## config.mk

```make
export PLATFORM = sky130hd
export DESIGN_NAME = cpu_trace_buffer_flat
export DESIGN_NICKNAME = d
export VERILOG_FILES = /design/src/rtl/cpu_trace_buffer_if.sv /design/src/rtl/cpu_trace_buffer.sv /design/src/flat_wrapper.sv
export SDC_FILE = /design/constraint.sdc
export NUM_CORES = 1
export LEC_CHECK = 0
export ABC_CLOCK_PERIOD_IN_PS = 7440
export BUFFER_PORTS_ARGS = -buffer_cell sky130_fd_sc_hd__buf_2
export CAP_MARGIN = 20
export CELL_PAD_IN_SITES_DETAIL_PLACEMENT = 1
export CELL_PAD_IN_SITES_GLOBAL_PLACEMENT = 1
export CORE_UTILIZATION = 49
export CTS_CLUSTER_DIAMETER = 150
export CTS_CLUSTER_SIZE = 10
export DETAILED_ROUTE_END_ITERATION = 6
export PLACE_DENSITY_LB_ADDON = 0.08
export SYNTH_ARGS = -nofsm -noshare
export SYNTH_HDL_FRONTEND = slang
export SYNTH_SLANG_ARGS = --single-unit
```

## constraint.sdc

```tcl
create_clock -name CLK -period 7.44 [get_ports CLK]
set_clock_uncertainty 0.2 [all_clocks]
set_input_delay 0.744 -clock CLK [delete_from_list [all_inputs] [get_ports CLK]]
set_output_delay 0.744 -clock CLK [all_outputs]
set_load 0.01 [all_outputs]
```

## src/rtl/cpu_trace_buffer_if.sv

```systemverilog
// Trace drain stream: head-of-FIFO (pc, instruction) entry with valid/ready handshake.
interface cpu_trace_buffer_if;
    logic        out_valid;
    logic        out_ready;
    logic [31:0] out_pc;
    logic [31:0] out_ins;

    modport master (output out_valid, output out_pc, output out_ins, input  out_ready);
    modport slave  (input  out_valid, input  out_pc, input  out_ins, output out_ready);
endinterface

```

## src/rtl/cpu_trace_buffer.sv

```systemverilog
// PC-change trace recorder: captures (pc, ins) on each PC change into a FWFT FIFO
// drained over valid/ready, with sticky overflow flag and saturating drop counter.
module cpu_trace_buffer #(
    parameter int DEPTH  = 16,
    parameter int ADDR_W = 4,
    parameter int DROP_W = 8
) (
    input  logic                CLK,
    input  logic                RST,
    input  logic [31:0]         now_pc,
    input  logic [31:0]         ins,
    input  logic                trace_en,
    input  logic                clear,
    cpu_trace_buffer_if.master  trace,
    output logic [ADDR_W:0]     count,
    output logic                full,
    output logic                overflow,
    output logic [DROP_W-1:0]   drop_cnt
);
    localparam logic [ADDR_W:0]   FULL_CNT = DEPTH[ADDR_W:0];
    localparam logic [ADDR_W:0]   CNT_ONE  = 1;
    localparam logic [ADDR_W-1:0] PTR_ONE  = 1;
    localparam logic [DROP_W-1:0] DROP_ONE = 1;

    logic              r_first;
    logic [31:0]       r_last_pc;
    logic              r_stg_valid;
    logic [31:0]       r_stg_pc;
    logic [31:0]       r_mem_pc  [DEPTH];
    logic [31:0]       r_mem_ins [DEPTH];
    logic [ADDR_W-1:0] r_wr_ptr;
    logic [ADDR_W-1:0] r_rd_ptr;
    logic [ADDR_W:0]   r_count;
    logic              r_overflow;
    logic [DROP_W-1:0] r_drop_cnt;

    logic w_det;
    logic w_full;
    logic w_pop;
    logic w_push_ok;
    logic w_drop;

    assign w_det     = trace_en && (r_first || (now_pc != r_last_pc));
    assign w_full    = (r_count == FULL_CNT);
    assign w_pop     = trace.out_valid && trace.out_ready;
    // A full FIFO still accepts a push when the head leaves in the same cycle.
    assign w_push_ok = r_stg_valid && (!w_full || w_pop);
    assign w_drop    = r_stg_valid && w_full && !w_pop;

    assign trace.out_valid = (r_count != '0);
    assign trace.out_pc    = r_mem_pc[r_rd_ptr];
    assign trace.out_ins   = r_mem_ins[r_rd_ptr];
    assign count           = r_count;
    assign full            = w_full;
    assign overflow        = r_overflow;
    assign drop_cnt        = r_drop_cnt;

    // Stage the PC one cycle so the instruction register has loaded before the push.
    always_ff @(posedge CLK or negedge RST) begin
        if (!RST) begin
            r_first     <= 1'b1;
            r_last_pc   <= '0;
            r_stg_valid <= 1'b0;
            r_stg_pc    <= '0;
        end else if (clear) begin
            r_first     <= 1'b1;
            r_stg_valid <= 1'b0;
        end else begin
            r_stg_valid <= w_det;
            if (w_det)
                r_stg_pc <= now_pc;
            if (trace_en) begin
                r_last_pc <= now_pc;
                r_first   <= 1'b0;
            end else begin
                r_first   <= 1'b1;
            end
        end
    end

    always_ff @(posedge CLK or negedge RST) begin
        if (!RST) begin
            for (int i = 0; i < DEPTH; i++) begin
                r_mem_pc[i]  <= '0;
                r_mem_ins[i] <= '0;
            end
        end else if (!clear && w_push_ok) begin
            r_mem_pc[r_wr_ptr]  <= r_stg_pc;
            r_mem_ins[r_wr_ptr] <= ins;
        end
    end

    always_ff @(posedge CLK or negedge RST) begin
        if (!RST) begin
            r_wr_ptr   <= '0;
            r_rd_ptr   <= '0;
            r_count    <= '0;
            r_overflow <= 1'b0;
            r_drop_cnt <= '0;
        end else if (clear) begin
            r_wr_ptr   <= '0;
            r_rd_ptr   <= '0;
            r_count    <= '0;
            r_overflow <= 1'b0;
            r_drop_cnt <= '0;
        end else begin
            if (w_push_ok)
                r_wr_ptr <= r_wr_ptr + PTR_ONE;
            if (w_pop)
                r_rd_ptr <= r_rd_ptr + PTR_ONE;
            case ({w_push_ok, w_pop})
                2'b10:   r_count <= r_count + CNT_ONE;
                2'b01:   r_count <= r_count - CNT_ONE;
                default: r_count <= r_count;
            endcase
            if (w_drop) begin
                r_overflow <= 1'b1;
                if (r_drop_cnt != '1)
                    r_drop_cnt <= r_drop_cnt + DROP_ONE;
            end
        end
    end
endmodule

```

## src/flat_wrapper.sv

```systemverilog
// flat-port wrapper written by rule: the top's interface ports become plain ports
module cpu_trace_buffer_flat 
#(
    parameter int DEPTH  = 16,
    parameter int ADDR_W = 4,
    parameter int DROP_W = 8
)
  (CLK, RST, now_pc, ins, trace_en, clear, count, full, overflow, drop_cnt, trace_out_valid, trace_out_pc, trace_out_ins, trace_out_ready);
  cpu_trace_buffer_if trace_i ();
  input  logic CLK;
  input  logic RST;
  input  logic [31:0] now_pc;
  input  logic [31:0] ins;
  input  logic trace_en;
  input  logic clear;
  output logic [ADDR_W:0] count;
  output logic full;
  output logic overflow;
  output logic [DROP_W-1:0] drop_cnt;
  output wire logic [$bits(trace_i.out_valid)-1:0] trace_out_valid;
  output wire logic [$bits(trace_i.out_pc)-1:0] trace_out_pc;
  output wire logic [$bits(trace_i.out_ins)-1:0] trace_out_ins;
  input wire logic [$bits(trace_i.out_ready)-1:0] trace_out_ready;
  assign trace_out_valid = trace_i.out_valid;
  assign trace_out_pc = trace_i.out_pc;
  assign trace_out_ins = trace_i.out_ins;
  assign trace_i.out_ready = trace_out_ready;
  cpu_trace_buffer #(.DEPTH(DEPTH), .ADDR_W(ADDR_W), .DROP_W(DROP_W)) u_core (.CLK(CLK), .RST(RST), .now_pc(now_pc), .ins(ins), .trace_en(trace_en), .clear(clear), .trace(trace_i), .count(count), .full(full), .overflow(overflow), .drop_cnt(drop_cnt));
endmodule
```

==> impl_metrics.json <==
{
  "fin_tns_setup_ns": 0,
  "postLayoutCellArea_sq_um": 55300,
  "grt_pass1_wl_um": 202000,
  "clk_latency_ns": 0.71,
  "worstMarginPinSlew_ns": 1.09,
  "die_y_um": 324,
  "place.gp.congestion": 0.752,
  "drive_gt1_frac": 0.558,
  "areaGrowthSynthToFinish_pct": 9.08,
  "post_dp_cell_area_sq_um": 52100,
  "clk_pin_slew_ns": 0.06,
  "end_kind": "output pin",
  "netlist_instances": 3013,
  "min_path_cells": 3,
  "cts-root-buf": "clkbuf_16",
  "vias": 27100,
  "startpoint_type": "register",
  "synthArstFlopShare": 1.00,
  "grt_pass1_vias": 30900,
  "drt_iter0_drc": 1374,
  "hold_violations": 0,
  "vias_per_cell": 6.05,
  "synth-seq-cells": 1112,
  "drc": 0,
  "place_ws_ns": 2.96,
  "seq_area_frac_synth": 0.549,
  "final.period_utilization": 0.635,
  "whs_ns": 0.0841,
  "slew_violations": 0,
  "worst_r2r_path_depth": 6,
  "worst_slack_ns": 2.71,
  "numPortBuffers": 148,
  "start_util": 0.496,
  "totalWireLength_um": 130000,
  "post-layout-total-power_uw": 14800,
  "synth_cell_types": 41,
  "numCtsBuffers": 121,
  "grt_overflow_total": 0,
  "cts_max_path_buffers": 3,
  "synth_edf_count": 0,
  "drt_pass1_iterations": 5,
  "cts.sinks": 1112,
  "r2r-start": "u_core.count[2]",
  "die_area_sq_um": 105000,
  "required_ns": 6.50,
  "path_class": "reg2out",
  "cts_tree": "built",
  "core_sq_um": 102000,
  "synth_nets": 3090,
  "hpwl_um": 72600,
  "h-tree-depth": 3,
  "min-delay-start": "now_pc[18]",
  "status": "finished clean",
  "hold_path.class": "in2reg",
  "post_cts_resized": 0,
  "rr_endpoint": "u_core.r_mem_ins[159]",
  "ios": 149,
  "r2r_slack_ns": 3.49,
  "p_per_area_nw_per_um2": 267,
  "hold_path_end": "u_core.r_last_pc[18]",
  "yosysWarnings": 0,
  "maxCapViolCount": 0,
  "syn-cell-area_sq_um": 50700,
  "grt_antenna_before_repair": 26,
  "row_count": 117,
  "cts_setup_buffers": 0,
  "drtAntennaViolNets": 0,
  "synth_ff_type": "dfrtp_1",
  "grtUsageTotal": 0.259,
  "leakagePower_uw": 0.0266,
  "arrival_ns": 3.78,
  "finalSetupViolCount": 0,
  "slew_headroom": 0.274,
  "grt_max_degree": 192,
  "cp_max_fo": 96,
  "irDropWorstVdd_uv": 242,
  "wire_per_inst_um": 29.0,
  "nets": 3156,
  "fmaxAchievable_mhz": 212,
  "die_x_um": 324,
  "post-route-min-period_ns": 4.73,
  "rsz0062_at_grt": "no",
  "syn_area_per_cell_sq_um": 16.8
}
[state kept, by name, summed over array words and instances (netlist names)]
| register | count |
|---|---|
| u_core.r_stg_valid | 1 |
| u_core.overflow | 1 |
| u_core.count | 5 |
| u_core.r_first | 1 |
| u_core.r_stg_pc | 32 |
| u_core.r_wr_ptr | 4 |
| u_core.r_mem_pc | 512 |
| u_core.r_last_pc | 32 |
| u_core.r_rd_ptr | 4 |
| u_core.r_mem_ins | 512 |
| u_core.drop_cnt | 8 |
[where the power goes]
part	total (uW)	switching [uW]	leakage [uW]	internal, uW
clock network	5190	2300	0.00156	2890
logic	2760	1360	0.00990	1400
registers	6840	399	0.0152	6440
total	14800	4060	0.0266	10700
[worst max-delay path, cell delays in order, from the launching register on]
cell	delay, ns
dfrtp_4	0.93
buf_12	0.66
mux4_2	0.61
mux4_2	0.55
buf_2	0.17
[cells by family after synthesis]
kind of cell / after synthesis / synth area share
XOR/XNOR: 44 / 0.00760
AND/OR/NAND/NOR: 177 / 0.0186
adder cells (fa/ha/maj): 8 / 0.00197
flip-flops: 1112 / 0.549
AO/OA/AOI/OAI: 26 / 0.00313
multiplexers: 1382 / 0.387
buffers and inverters: 264 / 0.0334
[synth_stat cells, drive strengths merged (2+ instances only)]
| cell | count | area [sq um] |
|---|---|---|
| buf | 128 | 1180 |
| nand3 | 19 | 230 |
| nor3b | 2 | 15.0 |
| dfrtp | 1111 | 27800 |
| mux4 | 320 | 7210 |
| or3 | 4 | 25.0 |
| nor4 | 3 | 18.8 |
| nor3 | 4 | 20.0 |
| o21ai | 6 | 30.0 |
| nand2 | 103 | 387 |
| nand4 | 14 | 113 |
| nor2b | 5 | 31.3 |
| mux2i | 6 | 60.1 |
| mux2 | 1056 | 12300 |
| a21oi | 12 | 60.1 |
| inv | 9 | 33.8 |
| xor2 | 6 | 52.6 |
| xnor2 | 38 | 333 |
| clkbuf | 126 | 473 |
| a31o | 4 | 35.0 |
| ha | 8 | 100 |
| nor2 | 19 | 71.3 |
[repair_timing]
action	in CTS	in global routing
endpoints found under the setup margin	0	0
endpoints found under the hold margin	94	0
hold buffers	1	0
[final cells by class]
type,instances,area [sq um]
Multi-Input combinational cell,1637,21300
Sequential cell,1112,27800
Timing Repair Buffer,197,1270
Clock inverter,7,83.8
Clock buffer,136,3110
Antenna cell,6,15.0
Fill cell,9302,46900
Tap cell,1368,1710
Inverter,10,37.5
[how the worst max path moves through the flow]
stage	from	endpoint	slack (ns)
floorplan	u_core.r_rd_ptr[0]	trace_out_pc[13]	4.09
finish	u_core.r_rd_ptr[0]	trace_out_ins[22]	2.71
global route	u_core.r_rd_ptr[0]	trace_out_ins[22]	2.48
detailed placement	clear	u_core.r_stg_pc[9]	2.96
global placement	clear	u_core.r_stg_pc[30]	3.11
CTS	u_core.r_rd_ptr[0]	trace_out_ins[22]	2.60
[per-layer routing]
layer	GRT usage	vias up	wire (um)
met5	0	-	182
met4	0.0596	28	2640
met3	0.0398	225	4200
met2	0.435	436	65900
met1	0.356	15100	56700
li1	-	11300	-
[layout by cell type (no fill, tap or decap), types with 14 or more instances in the layout]
cell          n
buf_2       147
buf_4        37
clkbuf_1     14
clkbuf_16   122
dfrtp_1    1107
mux2_2      936
mux2_4      120
mux4_2      320
nand2_1     103
nor2_1       19
xnor2_1      38
[metrics by stage]
step | utilization | std cells
after detailed placement | 0.510 | 4322
final | 0.541 | 4473
after floorplan | - | 3013
after global routing | 0.541 | 4471
after CTS | 0.541 | 4466
after global placement | 0.509 | 4320
Power figures use the tool's default switching activity.
